`src/rtl/str_join_pkg.sv`:
```
// Shared types and constants for the string-join scheduler.
package str_join_pkg;

  typedef enum logic [1:0] {
    ARB    = 2'd0,
    STREAM = 2'd1,
    DELIM  = 2'd2
  } state_t;

  localparam logic [7:0] DEFAULT_DEL_CHAR = 8'h2C;
  localparam int         STAT_W           = 32;

endpackage

```
`src/rtl/str_join_sched_rr_arb.sv`:
```
// Combinational round-robin picker: first set request at or after the pointer, wrapping.
module str_join_rr_arb #(
  parameter int N_REQ = 4,
  parameter int IDX_W = 2
) (
  input  logic [N_REQ-1:0] i_req,
  input  logic [IDX_W-1:0] i_ptr,
  output logic [IDX_W-1:0] o_grant,
  output logic             o_grant_valid
);

  logic [IDX_W-1:0] w_idx;

  // Walk offsets downward so the smallest offset from the pointer wins.
  always_comb begin
    o_grant       = '0;
    o_grant_valid = 1'b0;
    w_idx         = '0;
    for (int k = N_REQ - 1; k >= 0; k--) begin
      w_idx = IDX_W'((int'(i_ptr) + k) % N_REQ);
      if (i_req[w_idx]) begin
        o_grant       = w_idx;
        o_grant_valid = 1'b1;
      end
    end
  end

endmodule

```
`src/rtl/str_join_sched.sv`:
```
// Round-robin fragment joiner with delimiter insertion; STR_JOIN_STATS_EN adds
// string/character counters (stat_strings, stat_chars, stat_clr).
module str_join_sched
  import str_join_pkg::*;
#(
  parameter int N_REQ  = 4,
  parameter int DATA_W = 8,
  parameter int CNT_W  = 8
) (
  input  logic                    clk,
  input  logic                    rst,
  input  logic [N_REQ-1:0]        s_valid,
  input  logic [N_REQ*DATA_W-1:0] s_data,
  input  logic [N_REQ-1:0]        s_last,
  output logic [N_REQ-1:0]        s_ready,
  input  logic [CNT_W-1:0]        cfg_count,
  input  logic [DATA_W-1:0]       cfg_del_char,
  input  logic                    cfg_del_en,
  output logic                    m_valid,
  output logic [DATA_W-1:0]       m_data,
  output logic                    m_last,
  input  logic                    m_ready,
  output logic                    busy
`ifdef STR_JOIN_STATS_EN
  ,
  input  logic                    stat_clr,
  output logic [STAT_W-1:0]       stat_strings,
  output logic [STAT_W-1:0]       stat_chars
`endif
);

  localparam int IDX_W = $clog2(N_REQ);

  state_t             r_state;
  logic [IDX_W-1:0]   r_grant;
  logic [IDX_W-1:0]   r_rr;
  logic [CNT_W-1:0]   r_frag_idx;
  logic [CNT_W-1:0]   r_count;
  logic [DATA_W-1:0]  r_del_char;
  logic               r_del_en;

  state_t             w_state_nxt;
  logic [IDX_W-1:0]   w_arb_grant;
  logic               w_arb_gv;
  logic [IDX_W-1:0]   w_rr_nxt;
  logic               w_sel_valid;
  logic [DATA_W-1:0]  w_sel_data;
  logic               w_sel_last;
  logic               w_final_frag;
  logic               w_beat;
  logic               w_frag_end;

  str_join_rr_arb #(
    .N_REQ (N_REQ),
    .IDX_W (IDX_W)
  ) u_arb (
    .i_req         (s_valid),
    .i_ptr         (r_rr),
    .o_grant       (w_arb_grant),
    .o_grant_valid (w_arb_gv)
  );

  assign w_rr_nxt     = (w_arb_grant == IDX_W'(N_REQ - 1)) ? '0 : w_arb_grant + IDX_W'(1);
  assign w_sel_valid  = s_valid[r_grant];
  assign w_sel_data   = s_data[r_grant*DATA_W +: DATA_W];
  assign w_sel_last   = s_last[r_grant];
  assign w_final_frag = (r_frag_idx == r_count - CNT_W'(1));
  assign w_beat       = (r_state == STREAM) && w_sel_valid && m_ready;
  assign w_frag_end   = w_beat && w_sel_last;
  assign busy         = (r_frag_idx != '0) || (r_state != ARB);

  always_comb begin
    w_state_nxt = r_state;
    m_valid     = 1'b0;
    m_data      = '0;
    m_last      = 1'b0;
    s_ready     = '0;
    case (r_state)
      ARB: begin
        if (w_arb_gv) w_state_nxt = STREAM;
      end
      STREAM: begin
        m_valid          = w_sel_valid;
        m_data           = w_sel_data;
        m_last           = w_sel_last && w_final_frag;
        s_ready[r_grant] = m_ready;
        if (w_frag_end) w_state_nxt = (w_final_frag || !r_del_en) ? ARB : DELIM;
      end
      DELIM: begin
        m_valid = 1'b1;
        m_data  = r_del_char;
        if (m_ready) w_state_nxt = ARB;
      end
      default: w_state_nxt = ARB;
    endcase
  end

  always_ff @(posedge clk) begin
    if (rst) begin
      r_state    <= ARB;
      r_grant    <= '0;
      r_rr       <= '0;
      r_frag_idx <= '0;
    end else begin
      r_state <= w_state_nxt;
      if (r_state == ARB && w_arb_gv) begin
        r_grant <= w_arb_grant;
        r_rr    <= w_rr_nxt;
      end
      if (w_frag_end) r_frag_idx <= w_final_frag ? '0 : r_frag_idx + CNT_W'(1);
    end
  end

  // Config is captured only when a new string's first fragment is granted.
  always_ff @(posedge clk) begin
    if (r_state == ARB && w_arb_gv && r_frag_idx == '0) begin
      r_count    <= (cfg_count == '0) ? CNT_W'(1) : cfg_count;
      r_del_char <= cfg_del_char;
      r_del_en   <= cfg_del_en;
    end
  end

`ifdef STR_JOIN_STATS_EN
  logic w_xfer;
  assign w_xfer = m_valid && m_ready;

  always_ff @(posedge clk) begin
    if (rst || stat_clr) begin
      stat_strings <= '0;
      stat_chars   <= '0;
    end else begin
      if (w_xfer)           stat_chars   <= stat_chars + STAT_W'(1);
      if (w_xfer && m_last) stat_strings <= stat_strings + STAT_W'(1);
    end
  end
`endif

endmodule
```
`config.mk`:
```
export PLATFORM = sky130hd
export DESIGN_NAME = str_join_sched
export DESIGN_NICKNAME = d
export VERILOG_FILES = /design/src/rtl/str_join_pkg.sv /design/src/rtl/str_join_sched_rr_arb.sv /design/src/rtl/str_join_sched.sv
export SDC_FILE = /design/constraint.sdc
export NUM_CORES = 1
export LEC_CHECK = 0
export BUFFER_PORTS_ARGS = -buffer_cell sky130_fd_sc_hd__buf_2
export CAP_MARGIN = 20
export CORE_UTILIZATION = 30
export DETAILED_ROUTE_END_ITERATION = 6
export SYNTH_ARGS = -nofsm -noshare
export SYNTH_HDL_FRONTEND = slang
export SYNTH_SLANG_ARGS = --single-unit
```
`constraint.sdc`:
```
create_clock -name clk -period 4.7 [get_ports clk]
set_input_delay 0 -clock clk [delete_from_list [all_inputs] [get_ports clk]]
set_output_delay 0 -clock clk [all_outputs]
set_load 0.01 [all_outputs]
```
* Word-level counts from Yosys, hierarchy flattened
Cells that the tools add are included.
Word-level totals: register bits 31, input bits 60, logic and storage cells 77, output and inout bits 15
Cells by class: eq/ne operators 7, multiplexer cells 33, bitwise operators 1, reduce and logical (&&, ||, !) cells 16, add/sub/neg operators 6, shift operators 1, $lt $le $gt $ge 6
Operator list (number):
- $shiftx A32 B6 Y8 | 1
- $mux W2 | 9
- $logic_not A8 Y1 | 2
- $pmux W8 S2 | 1
- $lt A2 B3 Y1 const B | 5
- $bmux W1 S2 | 6
- $mux W1 | 12
- $add A8 B1 Y8 const B | 1
- $eq A8 B8 Y1 | 1
- $mux W8 | 1
- $reduce_bool A8 Y1 | 1
- $sub A8 B1 Y8 const B | 1
- $logic_and A1 B1 Y1 | 7
- $ne A2 B2 Y1 const B | 3
- $pmux W2 S3 | 1
- $add A2 B1 Y2 const B | 2
- $add A2 B2 Y2 const B | 2
- $and A4 B4 Y4 | 1
- $eq A2 B2 Y1 const B | 2
- $mux W4 | 1
- $reduce_and A3 Y1 | 1
- $demux W1 S2 | 1
- $eq A2 B1 Y1 const B | 1
- $ge A2 B1 Y1 const B | 1
- 5 further kinds | 6

* Longest topological paths before layout
Gate-level depths: netlist of run 1.
depth in word-level cells 9, mapped depth 8, depth with buffers taken out 7

* Cells and area by module
From an unflattened synthesis of run 1, not the netlist that was laid out.
Unflattened totals: cells, all modules 203, area total of the unflattened synthesis 2094.5 sq um
By module, submodules not included:
- str_join_sched | area each 2016.9 sq um, times used 1, cells an instance 190
- str_join_rr_arb | area each 77.6 sq um, times used 1, cells an instance 13

* Worst setup path after synthesis of run 1
OpenSTA, ideal clock, no wires.
path type register to register, from register r_frag_idx[2], to register r_count[0] (enable), stages on the path, launching flop included 5, data arrival time 1702 ps, data required time 4310 ps, slack 2607 ps, cell sequence dfxtp_1 -> clkbuf_1 -> nor4_1 -> nand4_1 -> nor2_1
On the way: cells in the longest elaborated chain, start to end 2
Ends and longest elaborated chain:
- from (decl) | RTL line str_join_sched.sv:37 | logic [CNT_W-1:0] r_frag_idx;
- from (signal assigned) | RTL line str_join_sched.sv:110 | if (w_frag_end) r_frag_idx <= w_final_frag ? '0 : r_frag_idx + CNT_W'(1);
- $logic_not A8 Y1 | RTL line str_join_sched.sv:116 | if (r_state == ARB && w_arb_gv && r_frag_idx == '0) begin
- $logic_and A1 B1 Y1 | RTL line str_join_sched.sv:116
- to (signal assigned) | RTL line str_join_sched.sv:117 | r_count <= (cfg_count == '0) ? CNT_W'(1) : cfg_count;
- to (decl) | RTL line str_join_sched.sv:38 | logic [CNT_W-1:0] r_count;
No other way between the ends. A chain may end at the register's enable or synchronous reset.

* Final worst setup path of run 1
from register r_grant[0], to register r_frag_idx[1]
On the way: cells in the longest elaborated chain, start to end 5
Ends and longest elaborated chain:
- from (decl) | RTL line str_join_sched.sv:35 | logic [IDX_W-1:0] r_grant;
- from (signal assigned) | RTL line str_join_sched.sv:107 | r_grant <= w_arb_grant;
- $bmux W1 S2 | RTL line str_join_sched.sv:64 | assign w_sel_valid = s_valid[r_grant];
- $mux W1 (not written as such) | RTL line str_join_sched.sv:64
- $logic_and A1 B1 Y1 (2 in series) | RTL line str_join_sched.sv:68 | assign w_beat = (r_state == STREAM) && w_sel_valid && m_ready;
- $logic_and A1 B1 Y1 (*) | RTL line str_join_sched.sv:69 | assign w_frag_end = w_beat && w_sel_last;
Mark *: on every way between the ends. The rest lies on a longest branch, timed or not. The select of a mux whose other input is x is not followed.

==> results of run 1 <==
[power breakdown]
part / internal (mW) / switching [mW]
Sequential: 0.332 / 0.0454
Clock: 0.117 / 0.0977
Combinational: 0.132 / 0.127
[cells in the final DEF (no fill, tap or decap), types with 3 or more instances in the layout]
master,netlist,final
sky130_fd_sc_hd__a21oi_1,10,10
sky130_fd_sc_hd__nand2_1,8,8
sky130_fd_sc_hd__buf_2,2,74
sky130_fd_sc_hd__nand2b_1,3,3
sky130_fd_sc_hd__edfxtp_1,17,17
sky130_fd_sc_hd__and3_1,7,7
sky130_fd_sc_hd__o22ai_1,4,4
sky130_fd_sc_hd__nor3_1,5,5
sky130_fd_sc_hd__nor2b_1,11,11
sky130_fd_sc_hd__mux2i_1,3,3
sky130_fd_sc_hd__nor2_1,17,17
sky130_fd_sc_hd__inv_1,11,11
sky130_fd_sc_hd__xor2_1,11,11
sky130_fd_sc_hd__a22oi_1,8,8
sky130_fd_sc_hd__clkbuf_8,0,6
sky130_fd_sc_hd__xnor2_1,4,4
sky130_fd_sc_hd__ha_1,6,6
sky130_fd_sc_hd__nand4_1,6,6
sky130_fd_sc_hd__mux4_2,10,10
sky130_fd_sc_hd__dlygate4sd3_1,0,18
sky130_fd_sc_hd__nor4_1,5,5
sky130_fd_sc_hd__dfxtp_1,14,14
[per-layer routing]
| layer | vias to the layer above | routed length, microns | global-route usage [%] |
|---|---|---|---|
| met5 | - | 0 | 0 |
| met4 | 0 | 59 | 4.08 |
| met2 | 40 | 2610 | 25.3 |
| met3 | 7 | 216 | 3.34 |
| met1 | 846 | 2330 | 20.6 |
| li1 | 888 | - | - |
[state kept, by name (all words and copies together) (netlist names)]
register    cells
r_count         8
r_del_char      8
r_frag_idx      8
r_grant         2
r_rr            2
r_state         2
r_del_en        1
[cells by family (layout without fill, tap and decap cells)]
family	after synthesis	count (layout)	synth area share, %
muxes	13	13	12.6
DFF	31	31	39.0
and+or+nand+nor	70	70	18.9
AOI/OAI and AO/OA	34	34	12.7
buffers and inverters	28	113	5.86
xor gates and xnor gates	16	16	7.27
adders and majority gates	6	6	3.70
[cell type report]
type / count / area [sq um]
sequential: 31 / 791
tap: 77 / 96.3
inverter: 12 / 45.0
clock inverter: 1 / 3.75
timing repair buffer: 93 / 558
fill: 649 / 3720
clock buffer: 7 / 86.3
multi-input combinational: 139 / 1120
[metrics by stage]
stage	setup WS (ns)	hold WS (ns)	power (mW)	util (%)	area, sq um
final	2.21	0.194	0.851	42.0	2700
after global routing	1.99	0.214	0.905	42.0	2700
after CTS	2.17	0.173	0.860	42.0	2700
after detailed placement	2.19	0.178	0.631	37.8	2430
after global placement	2.27	0.176	0.624	37.8	2430
after floorplan	2.61	0.0724	0.554	-	2030
[worst reg2reg max path, cell delays in order, from the launching register on]
cell and delay [ns]:
sky130_fd_sc_hd__dfxtp_1 0.82, sky130_fd_sc_hd__mux4_2 0.39, sky130_fd_sc_hd__and3_1 0.41, sky130_fd_sc_hd__clkinv_1 0.21
sky130_fd_sc_hd__o41ai_4 0.42, sky130_fd_sc_hd__nor2_1 0.10
[how the worst min path moves through the flow]
stage,slack [ns],cells after the start,startpoint,end
final,0.19,4,m_ready,r_state[1]$_SDFFE_PP0P_
after global routing,0.21,4,m_ready,r_state[1]$_SDFFE_PP0P_
after CTS,0.17,4,m_ready,r_state[1]$_SDFFE_PP0P_
after detailed placement,0.18,1,cfg_del_char[4],r_del_char[4]$_DFFE_PP_
after global placement,0.18,1,cfg_del_char[5],r_del_char[5]$_DFFE_PP_
after floorplan,0.07,1,rst,r_grant[0]$_SDFFE_PP0P_
[what timing repair did]
action,CTS,global route
setup buffers,0,0
hold buffers,18,0
hold endpoints to repair,19,0
==> reports/qor.tcl, run 1 <==
set qor(yosys.area.top_type_share_pct) 25.2
set qor(dieWidth_microns) 84.3
set qor(io-pin-count) 75
set qor(worstSetupStartpoint) {r_grant[0]$_SDFFE_PP0P_}
set qor(yosys_warnings) 0
set qor(synth-edff-count) 17
set qor(tns_ns) 0
set qor(setup_viol) 0
set qor(slew_margin_rel_pct) 48.8
set qor(buffer_ports.inserted) 74
set qor(post_synth_main_area_contributors) {sky130_fd_sc_hd__edfxtp_1 25%, sky130_fd_sc_hd__dfxtp_1 14%, sky130_fd_sc_hd__mux4_2 11%, sky130_fd_sc_hd__xor2_1 4.7%, sky130_fd_sc_hd__ha_1 3.7%}
set qor(layout_min_cycle_time_ns) 2.49
set qor(hold_viol) 0
set qor(antenna-diode-count) 0
set qor(synth_sequential_area_ratio_pct) 39.0
set qor(overflow) 0
set qor(max_cap_violations) 0
set qor(dpl.hpwl_microns) 3860
set qor(area.growth.synth_to_final_pct) 33.0
set qor(cts_num_sinks) 31
set qor(vias_per_cell) 4.95
set qor(fmax_mhz) 402
set qor(synth.largest_area_cell) {sky130_fd_sc_hd__edfxtp_1}
set qor(timing.clock.skew_ns) 0.0103
set qor(power.density_nw_per_um2) 315
set qor(cp-endpoint) {r_frag_idx[1]$_SDFFE_PP0P_}
set qor(layout.nets) 348
set qor(cts_tree) {done}
set qor(grt_setup_unrepaired) {false}
set qor(clock_tree.root_cell) {sky130_fd_sc_hd__clkbuf_8}
set qor(hold_class) {in2reg}
set qor(routed_wirelength_microns) 5220
set qor(synth_area_sq_um) 2030
set qor(timing.critical_path.arrival_ns) 2.64
set qor(post_drt_wl_per_cell_microns) 14.5
set qor(insertion_delay_ns) 0.28
set qor(worstSetupPathType) {reg2reg}
set qor(cts_repair_resize_count) 0
set qor(drt_iter0_markers) 135
set qor(regToRegStartpoint) {r_grant[0]$_SDFFE_PP0P_}
set qor(htreeDepth) 2
set qor(fp.dieArea_sq_um) 7100
set qor(final-max-slew-violation-count) 0
set qor(netlist-cell-type-count) 42
set qor(place.detailed.instances) 334
set qor(ctsLongestPathBuffers) 2
set qor(grt_pass1_wl_microns) 8620
set qor(numCtsBuffers) 5
set qor(cp_num_cells) 5
set qor(asyncSetResetFlopFracSynth_pct) 0
set qor(drive_above_1_share_pct) 34.6
set qor(highest_fanout_seen_on_the_critical_path) 14
set qor(rrSetupSlack_ns) 2.21
set qor(timing.critical_path.buf_inv) 1
set qor(slew_at_the_pin_closest_to_its_max_slew_limit_ns) 0.767
set qor(rr_endpoint) {r_frag_idx[1]$_SDFFE_PP0P_}
set qor(drtPass1Iterations) 6
set qor(die_y_microns) 84.3
set qor(floorplan.initialDensity_pct) 31.6
set qor(place.gp.congestion) 0.794
set qor(placeableCoreArea_sq_um) 6420
set qor(cp_data_required_time_ns) 4.85
set qor(route.detailed.drc) 2
set qor(cp-end-kind) {register}
set qor(stdcell_count) 360
set qor(initial_antenna_violation_count) 0
set qor(syn_nets) 264
set qor(timing.critical_path.cells) {mux4_2, and3_1, clkinv_1, o41ai_4, nor2_1}
set qor(period_share_pct) 52.9
set qor(grt_pass1_vias) 1774
set qor(failing_checks) {DRC}
set qor(via_count) 1781
set qor(cts.clk_slew.worst_paths_ns) 0.07
set qor(postRouteAntennaNets) 0
set qor(cellLeakagePower_nw) 1.15
set qor(ir_drop_v) 0.000185
set qor(ff_latch_count_synth) 31
set qor(r2r_cells) 5
set qor(syn-mean-instance-area_sq_um) 10.2
set qor(timing.critical_path.slowest_stage_cell) {sky130_fd_sc_hd__dfxtp_1}
set qor(netlist_top_cells_count) {17 x sky130_fd_sc_hd__edfxtp_1, 17 x sky130_fd_sc_hd__nor2_1, 14 x sky130_fd_sc_hd__dfxtp_1}
set qor(result_of_the_run) {complete, but fails checks}
set qor(critPathTopFamily) {flip-flops}
set qor(grt_max_degree) 18
set qor(floorplan.rows) 29
set qor(cells_after_synthesis) 198
set qor(grt_use_total_pct) 15.4
set qor(dominantRegCellSynth) {sky130_fd_sc_hd__edfxtp_1}
set qor(timing.critical_path.slowest_cell_delay_ns) 0.82
set qor(worst_setup_path_start_kind) {register}
Note: power is estimated with default switching activity, not from simulation.
==> run 2, diff against run 1 <==
--- a/config.mk
+++ b/config.mk
@@ -5,6 +5,7 @@
 export SDC_FILE = /design/constraint.sdc
 export NUM_CORES = 1
 export LEC_CHECK = 0
+export ABC_AREA = 1
 export BUFFER_PORTS_ARGS = -buffer_cell sky130_fd_sc_hd__buf_2
 export CAP_MARGIN = 20
 export CORE_UTILIZATION = 30
==> constraint.sdc (replaced) <==
create_clock -name clk -period 2 [get_ports clk]
set_input_delay 0 -clock clk [delete_from_list [all_inputs] [get_ports clk]]
set_output_delay 0 -clock clk [all_outputs]
set_load 0.01 [all_outputs]
==> reports/qor.tcl, run 2 <==
set qor(clock_tree.root_cell) {sky130_fd_sc_hd__clkbuf_8}
set qor(r2r_cells) 10 ;# +5
set qor(timing.clock.skew_ns) 0.00912 ;# -0.00115 ns
set qor(result_of_the_run) {completed}
set qor(dieWidth_microns) 93.0 ;# +10%
set qor(hold_depth) 5 ;# +1
set qor(setup_viol) 0 ;# unchanged
set qor(place.detailed.instances) 537 ;# +61%
set qor(seq_area_sq_um) 792 ;# +0.16%
set qor(via_count) 2615 ;# +47%
set qor(routed_wirelength_microns) 6310 ;# +21%
set qor(placeableCoreArea_sq_um) 7850 ;# +22%
set qor(cts_num_sinks) 31 ;# unchanged
set qor(period_share_pct) 97.9
set qor(io-pin-count) 75 ;# unchanged
set qor(timing.critical_path.buf_inv) 2 ;# +1
set qor(largestRegisters) {r_count x8, r_del_char x8, r_frag_idx x8}
set qor(timing.critical_path.slowest_cell_delay_ns) 0.42 ;# -0.40 ns
set qor(fmax_mhz) 511
set qor(insertion_delay_ns) 0.28 ;# about the same
set qor(floorplan.rows) 32 ;# +10%
set qor(slew_at_the_pin_closest_to_its_max_slew_limit_ns) 0.462 ;# -0.305 ns
set qor(fp.dieArea_sq_um) 8640 ;# +22%
set qor(synth_sequential_area_ratio_pct) 31.9 ;# -7.1 points
set qor(vias_per_cell) 4.64 ;# -6.1%
set qor(worstSetupPathType) {reg2out}
set qor(grt_pass1_vias) 2416 ;# +36%
set qor(buffer_ports.inserted) 74 ;# unchanged
set qor(numCtsBuffers) 5 ;# unchanged
set qor(cp_common_cell) {sky130_fd_sc_hd__nor2_1}
set qor(final-max-slew-violation-count) 0 ;# unchanged
set qor(htreeDepth) 2 ;# unchanged
set qor(grt_setup_unrepaired) {true}
set qor(area.growth.synth_to_final_pct) 31.0
set qor(ff_latch_count_synth) 31 ;# unchanged
set qor(timing.critical_path.arrival_ns) 1.96 ;# -0.68 ns
set qor(synth.largest_area_cell) {sky130_fd_sc_hd__edfxtp_1}
set qor(route.detailed.drc) 0 ;# -2
set qor(slew_margin_rel_pct) 69.1 ;# +20 points
set qor(place.gp.congestion) 0.850 ;# +7.0%
set qor(timing.critical_path.cells) {inv_2, ha_4, xor2_2, nand2_1, nor2_1, nand3_1, nor2_2, nand3_2, nor2_1, buf_2}
set qor(worst_setup_path_start_kind) {register}
set qor(dominantRegCellSynth) {sky130_fd_sc_hd__edfxtp_1}
set qor(yosys_warnings) 0 ;# unchanged
set qor(grt_max_degree) 18 ;# unchanged
set qor(grt_use_total_pct) 15.2 ;# -0.18 points
set qor(overflow) 0 ;# unchanged
set qor(regToRegStartpoint) {r_count[0]$_SDFFCE_PN1P_}
set qor(cp-end-kind) {output port}
set qor(dpl.hpwl_microns) 4910 ;# +27%
set qor(floorplan.initialDensity_pct) 31.6 ;# +0.033 points
set qor(netlist-cell-type-count) 37 ;# -12%
set qor(layout.cells.most_common) {sky130_fd_sc_hd__nand2_1}
set qor(detailedPlace.worstSlack_ns) 0.227 ;# -1.97 ns
set qor(area_occupied_by_multi_input_gates_sq_um) 1440 ;# +29%
set qor(layout.nets) 526 ;# +51%
set qor(postRouteAntennaNets) 0 ;# unchanged
set qor(cp_data_required_time_ns) 2.00 ;# -2.85 ns
set qor(layout_min_cycle_time_ns) 1.96
set qor(cells_after_synthesis) 372 ;# +88%
set qor(hold_path.startpoint) {m_ready}
set qor(stdcell_count) 563 ;# +56%
set qor(syn-mean-instance-area_sq_um) 6.67 ;# -35%
set qor(drt_iter0_markers) 120 ;# -11%
set qor(drtPass1Iterations) 4 ;# -2
set qor(synth-edff-count) 17 ;# unchanged
set qor(rr_endpoint) {r_frag_idx[7]$_SDFFE_PP0P_}
set qor(initial_antenna_violation_count) 0 ;# unchanged
set qor(tns_ns) 0 ;# unchanged
set qor(cellLeakagePower_nw) 1.58 ;# +38%
set qor(cts_tree) {done}
set qor(syn_nets) 438 ;# +66%
set qor(power.density_nw_per_um2) 1220 ;# +290%
set qor(asyncSetResetFlopFracSynth_pct) 0 ;# unchanged
set qor(fillcell_total) 819 ;# +26%
set qor(top_count_cell_post_synth) {sky130_fd_sc_hd__nand2_1}
set qor(post_drt_wl_per_cell_microns) 11.2 ;# -23%
set qor(critPathTopFamily) {simple AND/OR/NAND/NOR gates}
set qor(antenna-diode-count) 0 ;# unchanged
set qor(rrSetupSlack_ns) 0.21 ;# -2.00 ns
set qor(ctsLongestPathBuffers) 2 ;# unchanged
set qor(netlist_top_cells_count) {114 x sky130_fd_sc_hd__nand2_1, 44 x sky130_fd_sc_hd__nand3_1, 40 x sky130_fd_sc_hd__inv_1}
set qor(ir_drop_v) 0.000495 ;# +170%
set qor(hold_viol) 0 ;# unchanged
set qor(worst_path_setup_slack_after_routing_ns) 0.0416 ;# -2.17 ns
set qor(max_cap_violations) 0 ;# unchanged
set qor(final_core_util_pct) 41.5 ;# -0.59 points
set qor(post_synth_main_area_contributors) {sky130_fd_sc_hd__edfxtp_1 21%, sky130_fd_sc_hd__nand2_1 17%, sky130_fd_sc_hd__dfxtp_1 11%, sky130_fd_sc_hd__nand3_1 8.9%, sky130_fd_sc_hd__inv_1 6.0%}
set qor(highest_fanout_seen_on_the_critical_path) 4 ;# -10
set qor(die_y_microns) 93.0 ;# +10%
set qor(timing.critical_path.slowest_stage_cell) {sky130_fd_sc_hd__edfxtp_1}
set qor(yosys.area.top_type_share_pct) 20.6 ;# -4.6 points
set qor(grt_pass1_wl_microns) 10500 ;# +22%
set qor(synth_area_sq_um) 2480 ;# +22%
set qor(cts.clk_slew.worst_paths_ns) 0.07 ;# about the same
set qor(worstHoldEndpoint) {r_state[0]$_SDFFE_PP0P_}
set qor(drive_above_1_share_pct) 26.7 ;# -7.9 points
set qor(p_total_mw) 3.96 ;# +370%
set qor(hold_class) {in2reg}
set qor(most-common-layout-cells) {114 x sky130_fd_sc_hd__nand2_1, 74 x sky130_fd_sc_hd__buf_2, 43 x sky130_fd_sc_hd__nand3_1}
-- run 2: changes by cell type after synthesis, sizes merged, moves of 5 or more --
| cell | change |
|---|---|
| and3 | -8 |
| nor2 | +18 |
| mux4 | -10 |
| nand2 | +111 |
| o21ai | +5 |
| nand3 | +46 |
| inv | +38 |
| nor2b | -11 |
| a21oi | +6 |
-- run 2: power breakdown --
group | internal, mW | switching (mW) | total, mW
clock | 0.243 | 0.241 | 0.484
sequential | 0.967 | 0.194 | 1.16
combinational | 0.879 | 1.44 | 2.32
total | 2.09 | 1.87 | 3.96
-- run 2: kinds of logic (layout without fill, tap and decap cells) --
group / count (synthesis) / after routing / share of synthesized area [%]
XOR/XNOR: 10 / 10 / 3.53
adder cells (fa/ha/maj): 6 / 6 / 3.02
buffers and inverters: 68 / 157 / 11.7
flip-flops: 31 / 31 / 31.9
AND/OR/NAND/NOR: 224 / 224 / 41.6
AO/OA/AOI/OAI: 33 / 33 / 8.27
-- run 2: worst max path at each step --
stage / slack (ns) / from / depth (start not counted) / to
final: 0.04 / r_count[0]$_SDFFCE_PN1P_ / 10 / m_last
after floorplan: 0.25 / r_frag_idx[7]$_SDFFE_PP0P_ / 3 / r_count[0]$_SDFFCE_PN1P_
after global routing: -0.06 / r_count[0]$_SDFFCE_PN1P_ / 10 / m_last
after CTS: 0.01 / r_count[0]$_SDFFCE_PN1P_ / 10 / m_last
after global placement: 0.28 / r_count[0]$_SDFFCE_PN1P_ / 11 / r_frag_idx[7]$_SDFFE_PP0P_
after detailed placement: 0.23 / r_count[0]$_SDFFCE_PN1P_ / 10 / r_frag_idx[7]$_SDFFE_PP0P_
-- run 2: layout make-up --
type                       count  share of cell area [%]
tap                          102                    3.92
inverter                      50                    5.92
clock buffer                   6                    2.23
timing repair buffer          99                    18.9
multi-input combinational    273                    44.3
sequential                    31                    24.3
clock inverter                 2                   0.385
-- run 2: stage by stage --
| step | instance area (sq um) | hold WS (ns) |
|---|---|---|
| after global routing | 3250 | 0.228 |
| after global placement | 2950 | 0.177 |
| after CTS | 3220 | 0.167 |
| after detailed placement | 2950 | 0.178 |
| after floorplan | 2490 | 0.0691 |
| final | 3250 | 0.166 |
-- run 2: worst register-to-register path: cells and delay by family, from the launching register on --
family	cells	cell delay [ns]
and+or+nand+nor	7	0.80
DFF	1	0.42
adders and majority gates	1	0.21
xor gates and xnor gates	1	0.14
buffers and inverters	1	0.12
-- run 2: metal layers --
metal  GRT usage [%]  vias to the layer above  wire (microns)
met5               0                        -               0
met3            3.53                        2             188
li1                -                     1372               -
met2            27.6                       52            3190
met1            18.3                     1189            2890
met4            2.69                        0              39
-- run 2: what timing repair did --
action	4_1_cts	5_1_grt
hold buffers	18	0
hold endpoints to repair	19	0
pin swaps	0	5
buffers inserted	0	0
endpoints found under the setup margin	3	6
resized for setup	2	7
